===== src/rtl/perf_counter_bank.sv =====
// Bank of per-channel event counters (level or edge counting, wrap or saturate)
// with sticky overflow flags, snapshot shadow registers and a registered read port.
module perf_counter_bank #(
    parameter int                NUM_CH    = 16,
    parameter int                CNT_WIDTH = 32,
    parameter logic [NUM_CH-1:0] EDGE_MASK = '0,
    parameter bit                SATURATE  = 1'b0
) (
    input  logic                 clk,
    input  logic                 rst,
    input  logic                 enable,
    input  logic [NUM_CH-1:0]    events,
    input  logic                 clear,
    input  logic                 clear_all,
    input  logic                 snapshot,
    input  logic                 rd_req,
    input  logic                 rd_snap,
    input  logic [4:0]           read_src,
    output logic [CNT_WIDTH-1:0] read_data,
    output logic                 rd_valid,
    output logic                 rd_ovf,
    output logic                 ovf_any
);
    localparam logic [CNT_WIDTH-1:0] CNT_MAX = '1;
    localparam logic [CNT_WIDTH-1:0] CNT_ONE = {{(CNT_WIDTH-1){1'b0}}, 1'b1};

    logic [CNT_WIDTH-1:0] r_cnt    [NUM_CH];
    logic [CNT_WIDTH-1:0] r_shadow [NUM_CH];
    logic [NUM_CH-1:0]    r_ovf;
    logic [NUM_CH-1:0]    r_prev;
    logic [CNT_WIDTH-1:0] r_rd_data;
    logic                 r_rd_valid;
    logic                 r_rd_ovf;

    logic [NUM_CH-1:0]    w_inc;
    logic [NUM_CH-1:0]    w_clr;
    logic [CNT_WIDTH-1:0] w_rd_sel;
    logic                 w_ovf_sel;

    // Read handshake: rd_req is a single-cycle request with no backpressure; every
    // request sampled at an edge yields exactly one rd_valid pulse on the next cycle.
    // A read_src with no matching channel falls through to the zero defaults below.
    always_comb begin
        w_inc     = '0;
        w_clr     = '0;
        w_rd_sel  = '0;
        w_ovf_sel = 1'b0;
        for (int i = 0; i < NUM_CH; i++) begin
            w_inc[i] = enable && events[i] && !(EDGE_MASK[i] && r_prev[i]);
            w_clr[i] = clear_all || (clear && (read_src == 5'(i)));
            if (read_src == 5'(i)) begin
                w_rd_sel  = rd_snap ? r_shadow[i] : r_cnt[i];
                w_ovf_sel = r_ovf[i];
            end
        end
    end

    always_ff @(posedge clk) begin
        if (rst) begin
            for (int i = 0; i < NUM_CH; i++) begin
                r_cnt[i]    <= '0;
                r_shadow[i] <= '0;
            end
            r_ovf      <= '0;
            r_prev     <= '0;
            r_rd_data  <= '0;
            r_rd_valid <= 1'b0;
            r_rd_ovf   <= 1'b0;
        end else begin
            r_prev     <= events;
            r_rd_valid <= rd_req;
            if (rd_req) begin
                r_rd_data <= w_rd_sel;
                r_rd_ovf  <= w_ovf_sel;
            end
            for (int i = 0; i < NUM_CH; i++) begin
                // Shadows take the value held before this edge's increments/clears.
                if (snapshot) begin
                    r_shadow[i] <= r_cnt[i];
                end
                if (w_clr[i]) begin
                    r_cnt[i] <= '0;
                    r_ovf[i] <= 1'b0;
                end else if (w_inc[i]) begin
                    if (r_cnt[i] == CNT_MAX) begin
                        r_ovf[i] <= 1'b1;
                        r_cnt[i] <= SATURATE ? CNT_MAX : '0;
                    end else begin
                        r_cnt[i] <= r_cnt[i] + CNT_ONE;
                    end
                end
            end
        end
    end

    assign read_data = r_rd_data;
    assign rd_valid  = r_rd_valid;
    assign rd_ovf    = r_rd_ovf;
    assign ovf_any   = |r_ovf;

endmodule


===== config.mk =====
export PLATFORM = sky130hd
export DESIGN_NAME = perf_counter_bank
export DESIGN_NICKNAME = d
export VERILOG_FILES = /design/src/rtl/perf_counter_bank.sv
export SDC_FILE = /design/constraint.sdc
export NUM_CORES = 2
export LEC_CHECK = 0
export ABC_AREA = 1
export CAP_MARGIN = 20
export CORE_MARGIN = 1.5
export CORE_UTILIZATION = 40
export CTS_CLUSTER_DIAMETER = 60
export DETAILED_ROUTE_END_ITERATION = 8
export GPL_TIMING_DRIVEN = 0
export SYNTH_ARGS = -nofsm -noshare
export SYNTH_HDL_FRONTEND = slang
export SYNTH_SLANG_ARGS = --single-unit

===== constraint.sdc =====
create_clock -name clk -period 24.1 [get_ports clk]
set_input_delay 3.615 -clock clk [delete_from_list [all_inputs] [get_ports clk]]
set_output_delay 3.615 -clock clk [all_outputs]
set_load 0.005 [all_outputs]

==> Word level (Yosys, flattened, before mapping) <==
Memory sizes are Yosys's and may differ from the RTL's.
Cells that the tools add are included.
{ "totals": {"regBits": 50, "ramBits": 1024, "input_bits": 29, "out_inout_bits": 35, "elab_cells": 539, "memories": 2} }
{ "op_classes": {"n_addsub": 16, "n_eq_ne": 31, "mux": 325, "n_bitwise": 64, "n_reduce_logical": 82} }
{ "memory_table": {"columns": ["memory", "depth", "width", "read_ports", "rd_ports_with_merged_regs", "write_ports", "line_no", "source"], "rows": [
  ["r_cnt", 16, 32, 16, 0, 16, "27", "logic [CNT_WIDTH-1:0] r_cnt [NUM_CH];"],
  ["r_shadow", 16, 32, 16, 0, 16, "28", "logic [CNT_WIDTH-1:0] r_shadow [NUM_CH];"]
]} }
{ "ops": {"columns": ["cell", "count"], "rows": [
  ["$mux 32", 96],
  ["$add 32x1->32 const B", 16],
  ["$eq 32x32->1 const B", 16],
  ["$mux 1", 229],
  ["$or 1x1->1", 64],
  ["$eq 5x4->1 const B", 8],
  ["$logic_and 1x1->1", 32],
  ["$reduce_and 2->1", 16],
  ["$reduce_or 2->1", 16],
  ["$eq 5x3->1 const B", 4],
  ["$logic_or 1x1->1", 16],
  ["$reduce_or 16->1", 1],
  ["$eq 5x2->1 const B", 2],
  ["$eq 5x1->1 const B", 1],
  ["$logic_not 5->1", 1]
]} }

==> Depth between registers and ports, before layout <==
{ "logic_depth": {"ltp_word": 17, "depth_mapped": 16, "mapped_depth_nobuf": 15} }

==> Worst setup path after synthesis <==
OpenSTA, ideal clock, no wires.
{ "synth_path": {"path_type": "input port to flip-flop", "startpoint": "input rst", "endpoint": "memory r_shadow[0][0], enable pin", "t_arrival_ns": 10.297, "required_ns": 23.433, "path_slack_ns": 13.136, "path_stages": 3, "n_path_buf": 2, "cell_sequence": "clkbuf_1 clkbuf_1 or2_2"} }
{ "synth_lines": {"columns": ["item", "line_no", "source"], "rows": [
  ["start: declaration", "10", "input logic rst,"],
  ["end: declaration", "28", null]
]} }

==> Final worst setup path <==
{ "layout_path": {"startpoint": "input rd_snap", "endpoint": "register r_rd_data[15], in the netlist read_data[15]"} }
{ "layout_via": {"elab_chain_cells": 17, "word_cells_on_any_way": 32} }
{ "layout_rtl": {"columns": ["item", "line_no", "source"], "rows": [
  ["start: declaration", "17", "input logic rd_snap,"],
  ["$mux 32", "52", "w_rd_sel = rd_snap ? r_shadow[i] : r_cnt[i];"],
  ["$mux 32 (15 in a row)", "51", "if (read_src == 5'(i)) begin"],
  ["$mux 32 *", "51", null],
  ["end signal: assignment", "73", "r_rd_data <= w_rd_sel;"],
  ["end: declaration", "31", "logic [CNT_WIDTH-1:0] r_rd_data;"]
]} }
Mark *: on every way between the ends. The rest lies on a longest branch, timed or not.
A chain may end at the register's enable or synchronous reset.

==> flow_metrics.env <==
export IMPL_synth_simple_area_share=0.272
export IMPL_final_setup_tns_ns=0
export IMPL_synth_seq_area_share=0.540
export IMPL_finalWirelength_um=198000
export IMPL_synth_top_area_cell="edfxtp_1"
export IMPL_start_util=0.403
export IMPL_ir_drop_mv=0.0613
export IMPL_synth_seq_cells=1074
export IMPL_grt_pass1_wl_um=290000
export IMPL_synth_cells=6780
export IMPL_wl_met2_um=84300
export IMPL_synth_area_leaders="edfxtp_1, nand2_1, nor2_1"
export IMPL_yosys_top_cells_count="nand2_1, nor2_1, edfxtp_1"
export IMPL_met1_length_um=84200
export IMPL_powerDensity_nw_per_um2=68.5
export IMPL_drtIter0Drc=6358
export IMPL_clockPowerShare=0.432
export IMPL_post_route_util=0.458
export IMPL_die_area_sq_um=149000
export IMPL_clock_path_buffers=3
export IMPL_synth_edf_count=1024
export IMPL_pwr_share_comb=0.086
export IMPL_slew_headroom=0.298
export IMPL_min_period_ns=7.42
export IMPL_power_switching_mw=1.17
export IMPL_grt_pass1_vias=45500
export IMPL_coreArea_sq_um=146000
export IMPL_cp_start_kind="input port"
export IMPL_synthesis_nets=6825
export IMPL_wl_met3_um=18600
export IMPL_cts_root_buf="clkbuf_16"
export IMPL_synthFlopType="edfxtp_1"
export IMPL_vias=50200
export IMPL_p_leak_nw=24.6
export IMPL_muxShareOfSynthArea=0
export IMPL_highest_layer="met5"
export IMPL_max_stage_delay_ns=0.70
export IMPL_worst_pin_slew_ns=1.05
export IMPL_min_path_type="reg -> reg"
export IMPL_routedWlPerCell_um=21.9
export IMPL_placement_io_buffers=61
export IMPL_yosys_warnings=0
export IMPL_crit_buf_inv=3
export IMPL_cts_hold_buf=0
export IMPL_swShare=0.257
export IMPL_crit_slowest_cell="clkdlybuf4s50_1"
export IMPL_die_height_um=386
export IMPL_dieWidth_um=386
export IMPL_worstSkewPairLatency_ns=0.78
export IMPL_dp_hpwl_um=150000
export IMPL_cap_violations=0
export IMPL_drive_above_1_share=0.0677
export IMPL_power_mw=4.57
export IMPL_cp_max_fo=10
export IMPL_num_io_pins=64
export IMPL_cts_tree="done"
export IMPL_max_freq_mhz=135
export IMPL_cp_data_arrival_time_ns=8.07
export IMPL_areaGrowthSynthToFinish_pct=13.5
export IMPL_drv_slew=0
export IMPL_async_reset_ff_frac=0
export IMPL_antenna_found_initial=6
export IMPL_viasPerCell=5.56
export IMPL_rsz0062_at_grt="no"
export IMPL_path_cells="clkdlybuf4s50_1 -> buf_2 -> clkbuf_1 -> o21ai_0 -> nand2_1 -> nand2_1 -> nor2_1 -> nand4_1 -> nand2_1 -> nand4_1 -> nor2_1 -> nand2_1 -> nor2_1 -> nand3_1 -> nand2_1 -> a21oi_1"
export IMPL_htree_levels=4
export IMPL_dp_cells=8788
export IMPL_required_ns=24.74
export IMPL_yosys_area_share_adder=0.00341
export IMPL_final_hold_viol_count=0
export IMPL_syn_area_per_cell_sq_um=8.67
export IMPL_ys_types=53
export IMPL_row_count=140
export IMPL_synth_compound_area_frac=0.0885
export IMPL_drc=0
export IMPL_clock_sinks=1074
export IMPL_cts_reportedPaths_clkPinSlew_ns=0.06
export IMPL_netlist_area_sq_um=58800
export IMPL_ant_nets=0
export IMPL_numCtsBuffers=132
export IMPL_crit_top_cell="nand2_1"
export IMPL_place_congestion=1.02
export IMPL_p_int_mw=3.40
export IMPL_grtUsageTotal=0.260
export IMPL_seqPwrFrac=0.482
export IMPL_cp_top_family="simple AND/OR/NAND/NOR gates"
export IMPL_worstSetupPathType="in -> reg"
export IMPL_cts_setup_buffers=0
export IMPL_critPathCaptureType="flip-flop"
export IMPL_instances_no_fill=9024
export IMPL_nets=7051
export IMPL_fill_cells=14200
export IMPL_synth_xor_area_frac=0.0195
export IMPL_setup_viol=0
export IMPL_overflow=0
export IMPL_fin_crit_sh=0.308
export IMPL_drt_pass1_iter_count=6
export IMPL_grt_max_degree=64
export IMPL_yosysTopAreaCellShare=0.523
export IMPL_status="finished, final reports clean"
export IMPL_synth_most_common_cell="nand2_1"
export IMPL_reg2reg_slack_ns=20.48
export IMPL_synth_top_family_by_area="simple AND/OR/NAND/NOR gates"
export IMPL_clock_skew_ns=0.0223
export IMPL_post_cts_resized=0
## path summary, 6_finish.rpt
path	startpoint	cells past startpoint	end
worst min-delay path	read_data[7]	2	read_data[7]
worst max-delay path	rd_snap	16	read_data[15]
worst max register to register	r_cnt[0][46]	14	read_data[14]
worst min register to register	read_data[7]	2	read_data[7]
## layer usage
layer	GRT usage	vias up
met1	0.366	24000
met3	0.0530	435
met4	0.128	6
met5	0	-
li1	-	23400
met2	0.381	2381
## kinds of logic after synthesis
family,after synthesis
simple gates,3583
xor+xnor,131
buf+inv,1123
compound gates,853
flops,1074
fa+ha+maj,16
## through the flow
step	worst slack [ns]	instance area, sq um	hold slack, ns
4_1_cts	17.04	66700	0.464
5_1_grt	16.78	66700	0.489
6_report	16.68	66700	0.464
3_5_place_dp	16.21	62500	0.454
2_1_floorplan	13.14	58800	0.450
3_3_place_gp	8.91	61800	0.458
## placed cells by master, fill, tap and decap left out, types with 7 or more instances in the layout
cell             count
nand2_1           1350
nor2_1            1290
edfxtp_1          1024
inv_1              823
o211ai_1           268
o21ai_0            266
nor3_1             244
a21oi_1            240
clkbuf_1           181
nand4_1            167
nand3_1            139
clkbuf_16          139
nor3b_1            131
xor2_1             131
nor4_1             117
clkdlybuf4s50_1     61
buf_2               58
dfxtp_1             50
buf_4               31
buf_1               30
nor3_2              29
a211oi_1            26
or2_2               25
o21a_1              25
nor2_2              23
buf_16              23
clkinv_2            20
inv_2               18
clkinv_1            16
ha_1                16
nand3_2             13
clkbuf_8            13
buf_6               12
nand2_2             10
nor4_2              10
a31oi_1             10
nor2_4               7
## final cells by class
cell class	instances	area (sq um)	area share
flip-flops and latches	1074	31800	0.476
multi-input cells	4583	22500	0.338
clock buffers	181	3770	0.0565
inverters	842	3160	0.0474
well taps	1917	2400	0.0360
repair buffers	92	1340	0.0201
plain buffers	281	1330	0.0199
clock inverters	52	434	0.00651
diodes	2	5.00	0.0000750
## power groups by stage
stage | clock network [mW] | registers (mW) | logic (mW)
final | 1.97 | 2.20 | 0.395
after global routing | 2.06 | 2.21 | 0.420
after CTS | 1.99 | 2.20 | 0.385
after detailed placement | 0 | 2.24 | 0.384
after global placement | 0 | 2.25 | 0.365
after floorplan | 0 | 2.23 | 0.214
## flip-flops by register name, indices dropped and copies added, names as in the netlist
| register | flops |
|---|---|
| r_cnt | 512 |
| r_shadow | 512 |
| read_data | 32 |
| r_ovf | 16 |
| rd_ovf | 1 |
| rd_valid | 1 |
## tightest hold or removal path, delay by kind of cell, from the launching register on
| family | cells | cell delay, ns |
|---|---|---|
| AOI/OAI and AO/OA | 1 | 0.05 |
| DFF | 1 | 0.31 |
| and+or+nand+nor | 1 | 0.06 |
No activity file was read; power rests on OpenSTA's default activity.
